==> src/rtl/mdu_pkg.sv <==
// Shared types and operation-decode helpers for the iterative multiply/divide unit.
// The op encoding matches the RV M-extension funct3 field.
package mdu_pkg;

  typedef enum logic [2:0] {
    OP_MUL    = 3'b000,
    OP_MULH   = 3'b001,
    OP_MULHSU = 3'b010,
    OP_MULHU  = 3'b011,
    OP_DIV    = 3'b100,
    OP_DIVU   = 3'b101,
    OP_REM    = 3'b110,
    OP_REMU   = 3'b111
  } mdu_op_e;

  typedef enum logic [1:0] {
    IDLE,
    BUSY,
    FIX,
    DONE
  } mdu_state_e;

  function automatic logic is_div(input mdu_op_e op);
    return op[2];
  endfunction

  function automatic logic is_rem(input mdu_op_e op);
    return op[2] & op[1];
  endfunction

  function automatic logic is_signed1(input mdu_op_e op);
    return (op == OP_MUL) || (op == OP_MULH) || (op == OP_MULHSU) ||
           (op == OP_DIV) || (op == OP_REM);
  endfunction

  function automatic logic is_signed2(input mdu_op_e op);
    return (op == OP_MUL) || (op == OP_MULH) || (op == OP_DIV) || (op == OP_REM);
  endfunction

endpackage

==> src/rtl/mdu_step.sv <==
// One radix-2 iteration on the {hi,lo} working pair: right-shifting shift-add for
// multiply, left-shifting restoring shift-subtract for divide.
module mdu_step #(
  parameter int XLEN = 32
) (
  input  logic            i_div,
  input  logic [XLEN-1:0] i_hi,
  input  logic [XLEN-1:0] i_lo,
  input  logic [XLEN-1:0] i_b,
  output logic [XLEN-1:0] o_hi,
  output logic [XLEN-1:0] o_lo
);

  logic [XLEN:0] w_sum;
  logic [XLEN:0] w_shl;
  logic [XLEN:0] w_diff;

  assign w_sum  = {1'b0, i_hi} + {1'b0, i_b};
  assign w_shl  = {i_hi, i_lo[XLEN-1]};
  assign w_diff = w_shl - {1'b0, i_b};

  // Divide relies on hi < b, so the top bit of w_diff is a clean borrow flag.
  always_comb begin
    o_hi = i_hi;
    o_lo = i_lo;
    if (i_div) begin
      if (!w_diff[XLEN]) begin
        o_hi = w_diff[XLEN-1:0];
        o_lo = {i_lo[XLEN-2:0], 1'b1};
      end else begin
        o_hi = w_shl[XLEN-1:0];
        o_lo = {i_lo[XLEN-2:0], 1'b0};
      end
    end else begin
      if (i_lo[0]) begin
        {o_hi, o_lo} = {w_sum, i_lo[XLEN-1:1]};
      end else begin
        {o_hi, o_lo} = {1'b0, i_hi, i_lo[XLEN-1:1]};
      end
    end
  end

endmodule

==> src/rtl/mdu.sv <==
// Iterative multiply/divide unit: operands in on one valid/ready handshake,
// result out on a second; i_kill aborts an in-flight op on pipeline flush.
//
// state | meaning
// IDLE  | o_ready=1, waiting for a request
// BUSY  | XLEN radix-2 iterations, counter XLEN-1 down to 0
// FIX   | sign correction / special-case value, register o_result
// DONE  | o_valid=1, hold result until i_ready
module mdu #(
  parameter int XLEN = 32
) (
  input  logic            i_clk,
  input  logic            i_rst_n,
  input  logic            i_valid,
  output logic            o_ready,
  input  logic [2:0]      i_op,
  input  logic [XLEN-1:0] i_op1,
  input  logic [XLEN-1:0] i_op2,
  input  logic            i_kill,
  output logic            o_valid,
  input  logic            i_ready,
  output logic [XLEN-1:0] o_result
);
  import mdu_pkg::*;

  localparam int CW = $clog2(XLEN);

  mdu_state_e        r_state;
  mdu_state_e        w_state_nxt;
  logic [CW-1:0]     r_cnt;
  mdu_op_e           r_op;
  logic              r_special;
  logic              r_neg_res;
  logic              r_neg_rem;
  logic [XLEN-1:0]   r_hi;
  logic [XLEN-1:0]   r_lo;
  logic [XLEN-1:0]   r_b;
  logic [XLEN-1:0]   r_result;

  mdu_op_e           w_op;
  logic              w_accept;
  logic              w_s1;
  logic              w_s2;
  logic              w_div0;
  logic              w_ovf;
  logic              w_is_div;
  logic [XLEN-1:0]   w_abs1;
  logic [XLEN-1:0]   w_abs2;
  logic [XLEN-1:0]   w_min;
  logic [XLEN-1:0]   w_step_hi;
  logic [XLEN-1:0]   w_step_lo;
  logic [XLEN-1:0]   w_fix;
  logic [2*XLEN-1:0] w_prod;

  assign w_op     = mdu_op_e'(i_op);
  assign w_accept = i_valid && (r_state == IDLE) && !i_kill;
  assign w_min    = {1'b1, {(XLEN-1){1'b0}}};
  assign w_s1     = is_signed1(w_op) && i_op1[XLEN-1];
  assign w_s2     = is_signed2(w_op) && i_op2[XLEN-1];
  assign w_abs1   = w_s1 ? -i_op1 : i_op1;
  assign w_abs2   = w_s2 ? -i_op2 : i_op2;
  assign w_div0   = is_div(w_op) && (i_op2 == '0);
  assign w_ovf    = is_div(w_op) && is_signed2(w_op) && (i_op1 == w_min) && (i_op2 == '1);
  assign w_is_div = is_div(r_op);
  assign o_result = r_result;

  mdu_step #(.XLEN(XLEN)) u_step (
    .i_div (w_is_div),
    .i_hi  (r_hi),
    .i_lo  (r_lo),
    .i_b   (r_b),
    .o_hi  (w_step_hi),
    .o_lo  (w_step_lo)
  );

  always_ff @(posedge i_clk) begin
    if (!i_rst_n) r_state <= IDLE;
    else          r_state <= w_state_nxt;
  end

  always_comb begin
    w_state_nxt = r_state;
    o_ready     = 1'b0;
    o_valid     = 1'b0;
    case (r_state)
      IDLE: begin
        o_ready = 1'b1;
        if (w_accept) w_state_nxt = (w_div0 || w_ovf) ? FIX : BUSY;
      end
      BUSY: begin
        if (i_kill)              w_state_nxt = IDLE;
        else if (r_cnt == '0)    w_state_nxt = FIX;
      end
      FIX: begin
        w_state_nxt = i_kill ? IDLE : DONE;
      end
      DONE: begin
        o_valid = 1'b1;
        if (i_kill || i_ready) w_state_nxt = IDLE;
      end
      default: w_state_nxt = IDLE;
    endcase
  end

  // Special cases park their final value in r_lo so FIX only has to select it.
  always_ff @(posedge i_clk) begin
    if (!i_rst_n) begin
      r_cnt     <= '0;
      r_op      <= OP_MUL;
      r_special <= 1'b0;
      r_neg_res <= 1'b0;
      r_neg_rem <= 1'b0;
      r_hi      <= '0;
      r_lo      <= '0;
      r_b       <= '0;
      r_result  <= '0;
    end else if (w_accept) begin
      r_op      <= w_op;
      r_cnt     <= CW'(XLEN-1);
      r_special <= w_div0 || w_ovf;
      r_neg_res <= w_s1 ^ w_s2;
      r_neg_rem <= w_s1;
      r_hi      <= '0;
      if (w_div0) begin
        r_lo <= is_rem(w_op) ? i_op1 : '1;
      end else if (w_ovf) begin
        r_lo <= is_rem(w_op) ? '0 : w_min;
      end else if (is_div(w_op)) begin
        r_lo <= w_abs1;
        r_b  <= w_abs2;
      end else begin
        r_lo <= w_abs2;
        r_b  <= w_abs1;
      end
    end else if (r_state == BUSY) begin
      r_hi <= w_step_hi;
      r_lo <= w_step_lo;
      if (r_cnt != '0) r_cnt <= r_cnt - CW'(1);
    end else if (r_state == FIX && !i_kill) begin
      r_result <= w_fix;
    end
  end

  always_comb begin
    w_prod = {r_hi, r_lo};
    if (r_neg_res) w_prod = -w_prod;
    w_fix = '0;
    if (r_special) begin
      w_fix = r_lo;
    end else begin
      case (r_op)
        OP_MUL:                       w_fix = w_prod[XLEN-1:0];
        OP_MULH, OP_MULHSU, OP_MULHU: w_fix = w_prod[2*XLEN-1:XLEN];
        OP_DIV, OP_DIVU:              w_fix = r_neg_res ? -r_lo : r_lo;
        default:                      w_fix = r_neg_rem ? -r_hi : r_hi;
      endcase
    end
  end

endmodule

==> config.mk <==
export PLATFORM = sky130hd
export DESIGN_NAME = mdu
export DESIGN_NICKNAME = d
export VERILOG_FILES = /design/src/rtl/mdu_pkg.sv /design/src/rtl/mdu_step.sv /design/src/rtl/mdu.sv
export SDC_FILE = /design/constraint.sdc
export NUM_CORES = 1
export LEC_CHECK = 0
export CAP_MARGIN = 20
export CORE_ASPECT_RATIO = 1.2
export CORE_MARGIN = 2
export CORE_UTILIZATION = 40
export DETAILED_ROUTE_END_ITERATION = 8
export SYNTH_ARGS = -nofsm -noshare
export SYNTH_HDL_FRONTEND = slang
export SYNTH_HIERARCHICAL = 1
export SYNTH_SLANG_ARGS = --single-unit
==> constraint.sdc <==
create_clock -name i_clk -period 7.6 [get_ports i_clk]
set_input_delay 1.52 -clock i_clk [delete_from_list [all_inputs] [get_ports i_clk]]
set_output_delay 1.52 -clock i_clk [all_outputs]
set_load 0.01 [all_outputs]
* After elaboration in Yosys (flattened, before gate mapping)
Index checks and enable logic that the tools add are counted. W data, S select, Z words.
Word-level totals: register bits 141, output and inout bits 34, word-level logic and storage cells 108
Cells by class: add/subtract/negate cells 8, equal/unequal tests 17, mux-type cells 33, bitwise operators 7, reduce and logical (&&, ||, !) cells 33
Operators by type and width (number):
- $mux W32 | 18
- $neg A32 Y32 | 4
- $pmux W32 S3 | 1
- $eq A32 B32 Y1 const B | 2
- $mux W64 | 1
- $neg A64 Y64 | 1
- $add A32 B32 Y33 | 1
- $sub A33 B32 Y33 | 1
- $logic_not A32 Y1 | 1
- $mux W5 | 3
- $eq A3 B3 Y1 const B | 4
- $mux W2 | 6
- $eq A3 B2 Y1 const B | 3
- $logic_and A1 B1 Y1 | 9
- $reduce_and A3 Y1 | 3
- $logic_or A1 B1 Y1 | 8
- $pmux W2 S4 | 1
- $eq A3 B1 Y1 const B | 2
- $logic_not A3 Y1 | 2
- $logic_not A5 Y1 | 1
- $not A1 Y1 | 5
- $reduce_bool A5 Y1 | 1
- $sub A5 B1 Y5 const B | 1
- $eq A2 B2 Y1 const B | 2
- 12 further kinds | 17

* Longest topological paths before layout
word-level depth 11, gate-level depth with buffers 17, depth with buffers taken out 16

* Hierarchy
The synthesis kept the hierarchy.
Modules (own cells, without submodules):
- mdu | times used 1, cells an instance 1652, area an instance 11438.5 µm²
- mdu_step | times used 1, cells an instance 685, area an instance 4850.9 µm²

* Least setup slack after synthesis
Ideal clock, no wire load.
path type in2reg, from input port i_op2[20], to register r_b[0], arrival 3851 ps, data required time 7484 ps, slack 3633 ps, cell stages on the path 9, path buffers 3, cell sequence clkbuf_1 > or4_1 > clkbuf_1 > nor4_1 > nand4_1 > o31ai_2 > nor2_2 > buf_2 > o211a_1
Between the ends: word-level cells in the longest chain between the ends 4
RTL lines:
- start: declaration | RTL line mdu.sv:18 | input logic [XLEN-1:0] i_op2,
- $eq A32 B32 Y1 or $logic_not A32 Y1 (tied branches) | RTL line mdu.sv:63, mdu.sv:62
- $logic_and A1 B1 Y1 (on tied branches) | RTL line mdu.sv:63, mdu.sv:62
- $not A1 Y1 (no line)
- $reduce_and A3 Y1 (no line) (*)
- end signal: assignment | RTL line mdu.sv:130 | r_b <= w_abs2;
- end signal: assignment | RTL line mdu.sv:133 | r_b <= w_abs1;
- end: declaration | RTL line mdu.sv:37 | logic [XLEN-1:0] r_b;
Every way passes the cells marked *; elsewhere a longest branch is shown, timed or not. A chain may end at the register's enable or synchronous reset.

* Worst setup path after layout
from input port i_op1[9], to register r_b[24]
Between the ends: word-level cells in the longest chain between the ends 5
RTL lines:
- start: declaration | RTL line mdu.sv:17 | input logic [XLEN-1:0] i_op1,
- branches (longest 5 deep; another with $neg A32 Y32)
Parallel ways; which one is timed is not known.

==> flow_summary_export.csv <==
group,metric,value,unit
run_status,status,"finished, final reports clean",
floorplan,fp-row-count,81,
power_and_ir_drop,power.share.switching,0.403,
timing,clock-skew-final,0.0146,ns
power_and_ir_drop,cellLeakagePower,6.96,nW
clock_network,htree_levels,4,
power_and_ir_drop,p_clk_frac,0.324,
final_layout,layout.cells.non_filler,2867,
global_routing,antenna_found_initial,0,
clock_network,cts_tree,"done",
place,dpl_cell_area,17500,µm²
synthesis,ys_seq_area_frac,0.173,
final_layout,layout_commonest_cell,"nand2_1",
final_layout,stdcell_area,18100,µm²
global_routing,track_usage,0.303,
timing,worst_pin_slew,1.09,ns
route,avgRoutedWirePerCell,23.0,µm
synthesis,synth_edf_count,0,
place,dp.cells,2835,
timing,rsz0062_at_grt,"false",
route,dr.max_layer_used,"met4",
synthesis,synthSimpleGateAreaFrac,0.270,
final_layout,final_nets,2460,
synthesis,synthMuxAreaShare,0.0552,
route,drtIter0Drc,1867,
power_and_ir_drop,power_frac_seq,0.316,
global_routing,first_global_vias,16500,
power_and_ir_drop,peakVddDrop,0.147,mV
worst_setup_path,crit_required,7.92,ns
timing,finalSetupTns,0,ns
clock_network,path_clk_slew,0.07,ns
power_and_ir_drop,net-switching-power,1.08,mW
synthesis,synth_top_family_by_area,"compound AO/OA/AOI/OAI gates",
synthesis,synth-seq-cells,141,
power_and_ir_drop,p_int,1.60,mW
final_layout,layout_common_cells,"nand2_1, a21oi_1, o21ai_0",
route,num_vias,17900,
route,wl_met2,30100,µm
synthesis,synthArstFlopShare,0,
route,drtPass1Iterations,8,
clock_network,root_buffer,"clkbuf_16",
timing,fmax,202,MHz
synthesis,synthXorXnorAreaFrac,0.0925,
final_layout,n_fill_cell,4195,
route,ant_nets,0,
floorplan,fp.dieW,188,µm
final_layout,fin_util,0.448,
synthesis,syn_avg_cell_area,6.97,µm²
synthesis,synth_ff_type,"dfxtp_1",
worst_setup_path,critPathKind,"in2reg",
route,drt-total-wl,65900,µm
timing,slew_headroom,0.269,
route,vias_per_cell,6.26,
clock_network,cts_resized,0,
final_layout,multi_input_area,12500,µm²
worst_setup_path,cp.arrival,5.28,ns
worst_setup_path,crit_fanout,26,
power_and_ir_drop,power_frac_comb,0.361,
route,wl_met3,4230,µm
synthesis,netlist_area,16300,µm²
place,io_buffers,105,
synthesis,synth-compound-area-share,0.288,
floorplan,start_util,0.403,
clock_network,insertion_delay,0.46,ns
clock_network,cts_buffers,17,
worst_setup_path,worstSetupEndpointType,"register",
power_and_ir_drop,p_per_area,148,nW/µm²
timing,setup_violations,0,
synthesis,syn_nets,2482,
floorplan,die_h,225,µm
timing,setup_ws,2.64,ns
place,gp_congestion,1.00,
synthesis,synthCells,2337,
timing,fin_crit,4.96,ns
final_layout,syn2layout_area_growth,11.3,%
global_routing,grt_remaining_overflow,0,
synthesis,synth_adder_area_share,0.0570,
timing,timing.final.crit_share,0.652,
final_layout,drive_above_1_share,0.0713,
final_layout,regArea,2830,µm²
final_layout,n_antenna_cell,0,
timing,drv_slew,0,
synthesis,synth.distinct_cells,104,
synthesis,ys_warn_count,6,
clock_network,cts_max_path_buffers,2,
floorplan,core_area,40400,µm²
power_and_ir_drop,totalPowerFinal,2.68,mW
clock_network,post_cts_buffers,0,
clock_network,ctsHoldBuffers,0,
worst_setup_path,start_kind,"primary input",
route,route.detailed.drc,0,
clock_network,cts_sinks,141,
timing,whs,0.472,ns
global_routing,grt_pass1_wl,99500,µm
place,hpwl,49000,µm
floorplan,die_area,42400,µm²
timing,finalHoldViolCount,0,
hold_path,hp-class,"reg2reg",
flow_run,maxCapViolCount,0,
global_routing,grt_max_degree,93,
place,place_worst_setup_slack,2.23,ns
route,wl_met1,27500,µm
floorplan,io_pins,106,
==> sequential cells by signal, summed over array words and instances (netlist names) <==
| register | cells |
|---|---|
| r_state | 2 |
| r_lo | 32 |
| r_neg_res | 1 |
| r_neg_rem | 1 |
| r_op | 3 |
| r_special | 1 |
| r_cnt | 5 |
| r_hi | 32 |
| o_result | 32 |
| r_b | 32 |
==> worst max-delay path: stages <==
cell             delay [ns]
clkdlybuf4s50_1        0.52
or4_1                  0.58
or4_1                  0.76
or2_1                  0.35
o31ai_2                0.71
nor2_2                 0.39
nand2_1                0.30
o21ai_0                0.12
==> synthesized netlist by cell type, types with 27 or more instances <==
| cell | instances | share of area |
|---|---|---|
| mux2i_1 | 49 | 0.030 |
| o31ai_1 | 30 | 0.014 |
| nor3_1 | 41 | 0.013 |
| a31oi_1 | 46 | 0.018 |
| a211oi_1 | 42 | 0.019 |
| nor2_1 | 124 | 0.029 |
| nand2_1 | 354 | 0.082 |
| clkbuf_1 | 154 | 0.035 |
| dfxtp_1 | 141 | 0.17 |
| inv_1 | 68 | 0.016 |
| xor2_1 | 73 | 0.039 |
| nor2b_1 | 45 | 0.017 |
| nand3_1 | 90 | 0.028 |
| mux2_2 | 32 | 0.022 |
| xnor2_1 | 99 | 0.053 |
| or4_1 | 29 | 0.013 |
| a21oi_1 | 210 | 0.065 |
| o211ai_1 | 47 | 0.022 |
| nand4_1 | 34 | 0.013 |
| ha_1 | 71 | 0.055 |
| nor4_1 | 27 | 0.010 |
| o21ai_0 | 157 | 0.048 |
==> power by group through the flow <==
stage          Clock [mW]  Sequential (mW)  Combinational, mW
6_report            0.868            0.846              0.967
2_1_floorplan           0            0.824              0.678
4_1_cts             0.874            0.841              0.950
3_5_place_dp            0            0.859              0.945
3_3_place_gp            0            0.858              0.942
5_1_grt             0.904            0.849               1.04
==> final timing paths <==
path                              startpoint            to  slack (ns)  cells after the start
worst max register to register       r_hi[0]      r_hi[28]        2.97                     14
worst max-delay path                i_op1[9]       r_b[24]        2.64                      8
worst min register to register  o_result[12]  o_result[12]        0.47                      2
worst min-delay path            o_result[12]  o_result[12]        0.47                      2
==> final cells by class <==
cell class                 instances  area share
multi-input combinational       1943       0.687
sequential                       141       0.156
timing repair buffer             142      0.0729
tap                              539      0.0372
clock buffer                      17      0.0235
inverter                          70      0.0145
clock inverter                    15     0.00842
==> kinds of logic (layout without fill, tap and decap cells) <==
kind of cell	Yosys count	count (layout)
XOR/XNOR	172	172
AND/OR/NAND/NOR	889	889
adder cells (fa/ha/maj)	73	73
buffers and inverters	253	244
AO/OA/AOI/OAI	724	724
flip-flops	141	141
multiplexers	85	85
==> metal layers <==
layer  track usage  up-vias
li1              -     8478
met1         0.382     8507
met2         0.499      794
met3        0.0350      160
met4         0.179        0
met5             0        -
(Power assumes the default switching activity.)
